$ cat src/rtl/calc_pkg.sv
// Shared types and constants for the calculator command sequencer.
// Holds the FSM state encoding, the error codes and the memory mode values.
package calc_pkg;

  typedef enum logic [3:0] {
    IDLE,
    PUSH_L,
    RD_B,
    POP_B,
    RD_A,
    POP_A,
    EXEC,
    PUSH_Y,
    WAIT,
    DONE
  } state_e;

  localparam logic [1:0] ERR_NONE  = 2'b00;
  localparam logic [1:0] ERR_UNDER = 2'b01;
  localparam logic [1:0] ERR_OVER  = 2'b10;

  localparam logic MODE_STACK = 1'b0;
  localparam logic MODE_QUEUE = 1'b1;

endpackage

$ cat src/rtl/calc_wait_timer.sv
// Loadable down-counter that paces the memory access latency.
// Loading primes it for MEM_LAT cycles; o_expired flags the final cycle.
module calc_wait_timer #(
  parameter int MEM_LAT = 1
) (
  input  logic clk,
  input  logic rst_n,
  input  logic i_load,
  input  logic i_dec,
  output logic o_expired
);

  localparam int W = (MEM_LAT > 1) ? $clog2(MEM_LAT) : 1;

  logic [W-1:0] r_cnt;

  // NOTE: sequential state uses non-blocking assignments so every flop samples pre-edge values.
  always_ff @(posedge clk or negedge rst_n) begin
    if (!rst_n) begin
      r_cnt <= '0;
    end else if (i_load) begin
      r_cnt <= W'(MEM_LAT - 1);
    end else if (i_dec && (r_cnt != '0)) begin
      r_cnt <= r_cnt - W'(1);
    end
  end

  assign o_expired = (r_cnt == '0);

endmodule

$ cat src/rtl/calc_op_sequencer.sv
// Command sequencer: pushes literals or runs pop-B/pop-A/ALU/push-result ops
// against an external stack/queue memory, with occupancy guards and a done pulse.
module calc_op_sequencer
  import calc_pkg::*;
#(
  parameter int DEPTH   = 16,
  parameter int MEM_LAT = 1
) (
  input  logic                       clk,
  input  logic                       rst,
  input  logic                       cmd_valid,
  output logic                       cmd_ready,
  input  logic                       cmd_is_op,
  input  logic [2:0]                 cmd_op,
  input  logic [15:0]                cmd_data,
  input  logic                       cmd_mode,
  output logic                       mem_mode,
  output logic                       mem_push,
  output logic                       mem_pop,
  output logic [31:0]                mem_din,
  input  logic [31:0]                stack_head,
  input  logic [31:0]                queue_head,
  input  logic                       mem_empty,
  input  logic                       mem_full,
  output logic [31:0]                alu_a,
  output logic [31:0]                alu_b,
  output logic [2:0]                 alu_op,
  input  logic [31:0]                alu_y,
  output logic [$clog2(DEPTH+1)-1:0] count,
  output logic                       done,
  output logic [1:0]                 err,
  output logic                       busy
);

  localparam int CW = $clog2(DEPTH + 1);
  localparam logic [CW-1:0] DEPTH_C = CW'(DEPTH);

  state_e        r_state;
  state_e        r_ret;
  state_e        w_next;
  logic [CW-1:0] r_count;
  logic [1:0]    r_err;
  logic [31:0]   r_a;
  logic [31:0]   r_b;
  logic [2:0]    r_op;
  logic          r_mode;
  logic [15:0]   r_data;

  logic        w_accept;
  logic        w_full;
  logic        w_short;
  logic        w_expired;
  logic        w_enter_wait;
  logic [31:0] w_head;

  assign w_accept     = cmd_valid && (r_state == IDLE);
  assign w_full       = (r_count == DEPTH_C) || mem_full;
  assign w_short      = (r_count < CW'(2)) || mem_empty;
  assign w_head       = (r_mode == MODE_QUEUE) ? queue_head : stack_head;
  assign w_enter_wait = r_state inside {PUSH_L, POP_B, POP_A, PUSH_Y};

  calc_wait_timer #(
    .MEM_LAT(MEM_LAT)
  ) u_wait (
    .clk      (clk),
    .rst_n    (rst),
    .i_load   (w_enter_wait),
    .i_dec    (r_state == WAIT),
    .o_expired(w_expired)
  );

  // NOTE: next-state gets its default before the case so no path leaves it unassigned (no latch).
  always_comb begin
    w_next = r_state;
    case (r_state)
      IDLE: begin
        if (w_accept) begin
          if (cmd_is_op) w_next = w_short ? DONE : RD_B;
          else           w_next = w_full  ? DONE : PUSH_L;
        end
      end
      PUSH_L, POP_B, POP_A, PUSH_Y: w_next = WAIT;
      RD_B:    w_next = POP_B;
      RD_A:    w_next = POP_A;
      EXEC:    w_next = PUSH_Y;
      WAIT:    if (w_expired) w_next = r_ret;
      DONE:    w_next = IDLE;
      default: w_next = IDLE;
    endcase
  end

  // Each memory access records where WAIT should resume once latency has elapsed.
  always_ff @(posedge clk or negedge rst) begin
    if (!rst) begin
      r_state <= IDLE;
      r_ret   <= IDLE;
    end else begin
      r_state <= w_next;
      case (r_state)
        PUSH_L, PUSH_Y: r_ret <= DONE;
        POP_B:          r_ret <= RD_A;
        POP_A:          r_ret <= EXEC;
        default:        ;
      endcase
    end
  end

  always_ff @(posedge clk or negedge rst) begin
    if (!rst) begin
      r_count <= '0;
      r_err   <= ERR_NONE;
      r_a     <= '0;
      r_b     <= '0;
      r_op    <= '0;
      r_mode  <= MODE_STACK;
      r_data  <= '0;
    end else begin
      if (w_accept) begin
        r_mode <= cmd_mode;
        r_op   <= cmd_op;
        r_data <= cmd_data;
        if (cmd_is_op) r_err <= w_short ? ERR_UNDER : ERR_NONE;
        else           r_err <= w_full  ? ERR_OVER  : ERR_NONE;
      end
      if (r_state == RD_B) r_b <= w_head;
      if (r_state == RD_A) r_a <= w_head;
      case (r_state)
        PUSH_L, PUSH_Y: r_count <= r_count + CW'(1);
        POP_B, POP_A:   r_count <= r_count - CW'(1);
        default:        ;
      endcase
    end
  end

  assign cmd_ready = (r_state == IDLE);
  assign busy      = (r_state != IDLE);
  assign done      = (r_state == DONE);
  assign mem_push  = (r_state == PUSH_L) || (r_state == PUSH_Y);
  assign mem_pop   = (r_state == POP_B) || (r_state == POP_A);
  assign mem_din   = (r_state == PUSH_L) ? {16'b0, r_data} :
                     (r_state == PUSH_Y) ? alu_y : 32'b0;
  assign mem_mode  = r_mode;
  assign alu_a     = r_a;
  assign alu_b     = r_b;
  assign alu_op    = r_op;
  assign count     = r_count;
  assign err       = r_err;

endmodule

$ cat config.mk
export PLATFORM = sky130hd
export DESIGN_NAME = calc_op_sequencer
export DESIGN_NICKNAME = d
export VERILOG_FILES = /design/src/rtl/calc_pkg.sv /design/src/rtl/calc_wait_timer.sv /design/src/rtl/calc_op_sequencer.sv
export SDC_FILE = /design/constraint.sdc
export NUM_CORES = 1
export LEC_CHECK = 0
export BUFFER_PORTS_ARGS = -buffer_cell sky130_fd_sc_hd__buf_2
export CAP_MARGIN = 20
export CORE_UTILIZATION = 46
export DETAILED_ROUTE_END_ITERATION = 10
export PLACE_DENSITY = 0.89
export SLEW_MARGIN = 30
export SYNTH_ARGS = -nofsm -noshare
export SYNTH_HDL_FRONTEND = slang
export SYNTH_SLANG_ARGS = --single-unit
$ cat constraint.sdc
create_clock -name clk -period 2.6 [get_ports clk]
set_clock_uncertainty 0.15 [all_clocks]
set_input_delay 0.26 -clock clk [delete_from_list [all_inputs] [get_ports clk]]
set_output_delay 0.26 -clock clk [all_outputs]
set_load 0.05 [all_outputs]
==> impl_metrics.ini, run 1 <==
[status]
status = finished clean

[cells_and_area]
nFillCells = 733
layout_commonest_cell = buf_2
antenna_cells = 0
mostFrequentLayoutCells = buf_2, dfrtp_1, nor2_1, a21oi_1, mux2i_1
layout-drive-gt1-share_pct = 43.7
area_delta_synth_final_pct = 39.1
utilization_pct = 67.2
fin_nets = 788
instances_no_fill = 795

[logic_synthesis]
synth_compound_area_share_pct = 13.2
yosysWarnings = 0
syn_inst = 415
synth_fp_nets = 542
synth_top_family_by_area = multiplexers
yosys.cell_types.count = 41
synth-simple-area-share_pct = 12.2
synth_xor_area_share_pct = 0.968
synth_area_sq_um = 4530
synth_edf_count = 0
async_flop_share_pct = 100
syn_avg_cell_area_sq_um = 10.9
synth_seq_cells = 99
synthAdderAreaFrac_pct = 1.55
synth.area.mux_share_pct = 13.5
yosysSeqAreaShare_pct = 54.7
ys.flop_type = dfrtp_1

[global_routing]
grt_max_degree = 65
grt_pass1_wl_um = 19100
overflow = 0
grt_pass1_vias = 3991
grt_use_total_pct = 24.1
antenna_found_initial = 0

[worst_setup_path]
cp-end-kind = register
timing.rr.start = r_state[3]
cp-startpoint = r_state[3]
crit_fanout = 11
critPathKind = register to register
timing.rr.end = count[4]
cp.required_ps = 2730
worstSetupStartpointType = register
timing.critical_path.to = count[4]
r2r_slack_ps = 180
r2r_cells = 8
worstPathArrival_ps = 2550

[clock_tree]
htreeDepth = 3
clk_latency_ps = 350
clkTransAtPathRegs_ps = 110
clockRootBuffer = clkbuf_8
cts_buffers = 9
cts_sinks = 99
cts_buffer_depth = 2
post-cts-setup-buffers = 0
cts_tree = built

[placement]
port_buffers = 233
dp_hpwl_um = 8990
dp.cells = 757
gp_congestion = 0.829
dp_worst_setup_slack_ps = 164

[routing]
drt_iter0_drc = 130
routed_wl_um = 12500
routedWlPerCell_um = 15.8
vias = 4073
drc_errors = 0
drtPass1Iterations = 4
ant_nets = 0
vias_per_cell = 5.12

[job]
drv_cap = 0

[timing]
period_needed_ps = 2420
setup_slack_ps = 176
rsz0062_at_grt = no
setup_violations = 0
min_period_over_period_pct = 93.2
relSlewSlack_pct = 62.3
report.final.slew_viol_count = 0
tightest_slew_ps = 565
max_freq_ghz = 0.412
hold_viol = 0
fin_setup_tns_ps = 0

[floorplan]
core_area_sq_um = 9370
start_util_pct = 48.3
io_pins = 234
die_h_um = 101
die_w_um = 101
rows = 35
die-area_sq_um = 10200

[power]
total_leakage_power_nw = 3.18
pwr_density_cell_nw_per_um2 = 1440
ir_drop_mv = 1.04

[hold_path]
hold_class = input pin to register
## layer usage
layer	up-vias	share of wire (%)	track usage [%]
li1	1922	-	-
met1	1957	40	28.2
met2	183	51	44.1
met3	11	7.5	6.76
met4	0	0.77	5.46
met5	-	0	0
## layout make-up
class                   count  area [sq um]  area share (%)
multi-input cells         280          1910            30.3
repair buffers            265          1500            23.8
flip-flops and latches     99          2480            39.4
well taps                 129           161            2.56
inverters                   6          27.5           0.437
clock inverters             6          78.8            1.25
clock buffers              10           138            2.19
## report_power, final
part,switching [mW],internal [mW],leakage [nW]
Combinational,3.69,1.59,1.98
Sequential,0.500,2.23,1.09
Clock,0.568,0.492,0.111
## worst max-delay path, cell delays in order, from the launching register on
cell	delay, ps
dfrtp_1	590
nor2b_2	120
nand2_1	190
clkinvlp_4	200
ha_4	260
nor2b_1	130
a221oi_1	310
mux2i_1	260
xor2_1	150
## sequential cells by signal, summed over array words and instances, names as in the netlist
name	count
alu_op	3
mem_mode	1
alu_a	32
r_ret	3
err	2
u_wait.r_cnt	1
count	5
alu_b	32
r_state	4
r_data	16
## cells in the mapped netlist, types with 2 or more instances
cell | n | area (sq um)
a21oi_1 | 68 | 340
a22o_1 | 16 | 140
and2_1 | 17 | 106
buf_1 | 5 | 18.8
buf_2 | 11 | 55.1
buf_6 | 3 | 33.8
clkbuf_1 | 11 | 41.3
dfrtp_1 | 99 | 2480
ha_1 | 4 | 50.1
inv_1 | 5 | 18.8
mux2_2 | 5 | 56.3
mux2_4 | 15 | 225
mux2i_1 | 33 | 330
nand2_1 | 10 | 37.5
nand2b_1 | 3 | 18.8
nor2_1 | 70 | 263
nor2b_1 | 4 | 25.0
nor3_1 | 3 | 15.0
nor3b_1 | 2 | 15.0
o21ai_0 | 7 | 35.0
xnor2_1 | 2 | 17.5
xor2_1 | 3 | 26.3
## kinds of logic (layout without fill, tap and decap cells)
group                      after synthesis  in the layout
AOI/OAI and AO/OA                      100            100
xor gates and xnor gates                 5              5
adders and majority gates                5              5
buffers and inverters                   36            287
DFF                                     99             99
muxes                                   53             53
and+or+nand+nor                        117            117
## worst min path at each step
stage	from	to	slack, ps	depth (start not counted)
final	stack_head[9]	alu_a[9]	50	3
after global routing	stack_head[11]	alu_a[11]	40	3
after CTS	stack_head[9]	alu_a[9]	40	3
after detailed placement	rst	alu_b[9]	140	1
after global placement	rst	alu_b[9]	120	1
after floorplan	rst	alu_a[0]	-190	0
## per-stage QoR
| stage | total power [mW] | instance area [sq um] | hold WS [ps] |
|---|---|---|---|
| 3_3_place_gp | 7.82 | 5860 | 120 |
| 4_1_cts | 9.11 | 6290 | 36.1 |
| 2_1_floorplan | 6.72 | 4540 | -186 |
| 3_5_place_dp | 8.00 | 5860 | 136 |
| 5_1_grt | 9.55 | 6300 | 38.7 |
| 6_report | 9.06 | 6300 | 51.9 |
## timing repair
item / in CTS / in global routing
hold buffers: 22 / 0
gates resized for setup: 0 / 1
endpoints found under the hold margin: 62 / 0
setup endpoints to repair: 0 / 1
No activity file was read; power rests on OpenSTA's default activity.
==> run 2: changes to the inputs <==
--- a/config.mk
+++ b/config.mk
@@ -9,7 +9,7 @@
 export CAP_MARGIN = 20
 export CORE_UTILIZATION = 46
 export DETAILED_ROUTE_END_ITERATION = 10
-export PLACE_DENSITY = 0.89
+export PLACE_DENSITY = 0.83
 export SLEW_MARGIN = 30
 export SYNTH_ARGS = -nofsm -noshare
 export SYNTH_HDL_FRONTEND = slang
==> run 2 against run 1 <==
Combinational power fell by 2%. Sequential share of layout area rose by 0.19 points. Sequential power barely moved. Via count shrank 1.5%. Setup slack lost 5.6 ps. Core utilization fell by 0.32 points. Critical endpoint unchanged. Largest power group unchanged.
==> impl_metrics.ini, run 2 (synthesized netlist as in run 1, its figures left out) <==
[status]
status = finished clean

[timing]
report.final.slew_viol_count = 0
max_freq_ghz = 0.412
relSlewSlack_pct = 56.2
period_needed_ps = 2430
hold_viol = 0
min_period_over_period_pct = 93.5
hold_ws_ps = 72.5
rsz0062_at_grt = no
tightest_slew_ps = 657
setup_violations = 0
fin_setup_tns_ps = 0

[clock_tree]
cts_sinks = 99
cts_tree = built
clkTransAtPathRegs_ps = 100
clockRootBuffer = clkbuf_8
cts_buffer_depth = 2
htreeDepth = 3
post-cts-setup-buffers = 0
cts_buffers = 9
clk_latency_ps = 340

[worst_setup_path]
cp.required_ps = 2730
critPathKind = register to register
crit_fanout = 11
cp-end-kind = register
worstSetupStartpointType = register
r2r_slack_ps = 170
worstPathArrival_ps = 2560

[cells_and_area]
utilization_pct = 66.9
layout-drive-gt1-share_pct = 43.5
area_delta_synth_final_pct = 38.5
layout_commonest_cell = buf_2
fin_area_sq_um = 6270
antenna_cells = 0
fin_nets = 787
mostFrequentLayoutCells = buf_2, dfrtp_1, nor2_1, a21oi_1, mux2i_1

[floorplan]
rows = 35
core_area_sq_um = 9370
die-area_sq_um = 10200
die_h_um = 101
io_pins = 234
die_w_um = 101
start_util_pct = 48.3

[routing]
drt_iter0_drc = 102
drc_errors = 0
vias_per_cell = 5.05
routedWlPerCell_um = 15.1
drtPass1Iterations = 4
vias = 4013
routed_wl_um = 12000
ant_nets = 0

[power]
ir_drop_mv = 0.882
pwr_density_cell_nw_per_um2 = 1430
total_leakage_power_nw = 3.15
power_mw = 8.94

[hold_path]
hold_class = input pin to register

[placement]
gp_congestion = 0.825
dp_hpwl_um = 8540
port_buffers = 233
dpl-instance-area_sq_um = 5840

[global_routing]
grt_max_degree = 65
grt_pass1_wl_um = 18600
overflow = 0
antenna_found_initial = 0
grt_pass1_vias = 3892
grt_use_total_pct = 23.4

[job]
drv_cap = 0
[run 2: changes by cell type in the layout (fill, tap and decap cells not counted)]
cell,previous run,this run
clkinvlp_4,1,4
clkinv_4,2,0
buf_4,8,7
clkbuf_8,10,9
inv_6,1,2
inv_8,2,1
nor2b_1,3,4
nor2b_2,1,0
nor4b_2,1,2
nor4b_4,1,0
[run 2: area by class of cell]
type,instances,area [sq um]
sequential,99,2480
timing repair buffer,264,1490
clock inverter,7,81.3
inverter,6,27.5
multi-input combinational,280,1900
clock buffer,9,124
tap,129,161
fill,740,3110
[run 2: path summary, 6_finish.rpt]
path | from | to | cells after the start
max | r_state[3] | count[4] | 8
min | stack_head[11] | alu_a[11] | 3
max reg2reg | r_state[3] | count[4] | 8
min reg2reg | err[0] | err[0] | 2
max in group asynchronous | rst | mem_mode | 3
min in group asynchronous | rst | alu_a[6] | 2
[run 2: metrics by stage]
stage | cells | setup WS (ps)
floorplan | 415 | 54.1
global placement | 756 | 332
detailed placement | 756 | 177
CTS | 794 | 176
global route | 794 | 26.4
finish | 794 | 170
[run 2: critical path, cell delays in order (launching register included)]
cell,delay (ps)
dfrtp_1,500
nor2b_1,280
nand2_1,190
clkinvlp_4,170
ha_4,220
nor2b_1,140
a221oi_1,300
mux2i_1,270
xor2_1,160
[run 2: metal layers]
metal	GRT usage (%)	share of wire (%)	vias up
met5	0	0	-
met4	7.36	1.7	0
met3	5.59	6.9	19
met2	42.0	51	182
met1	27.7	40	1887
li1	-	-	1925
[run 2: power by group]
group          switching, mW  internal [mW]  total [mW]
registers              0.519           2.23        2.75
clock network          0.545          0.459        1.00
logic                   3.62           1.57        5.19
[run 2: timing repair]
action | 4_1_cts | 5_1_grt
endpoints found under the hold margin | 67 | 0
setup endpoints to repair | 0 | 0
hold buffers | 22 | 0
gates resized for setup | 0 | 0
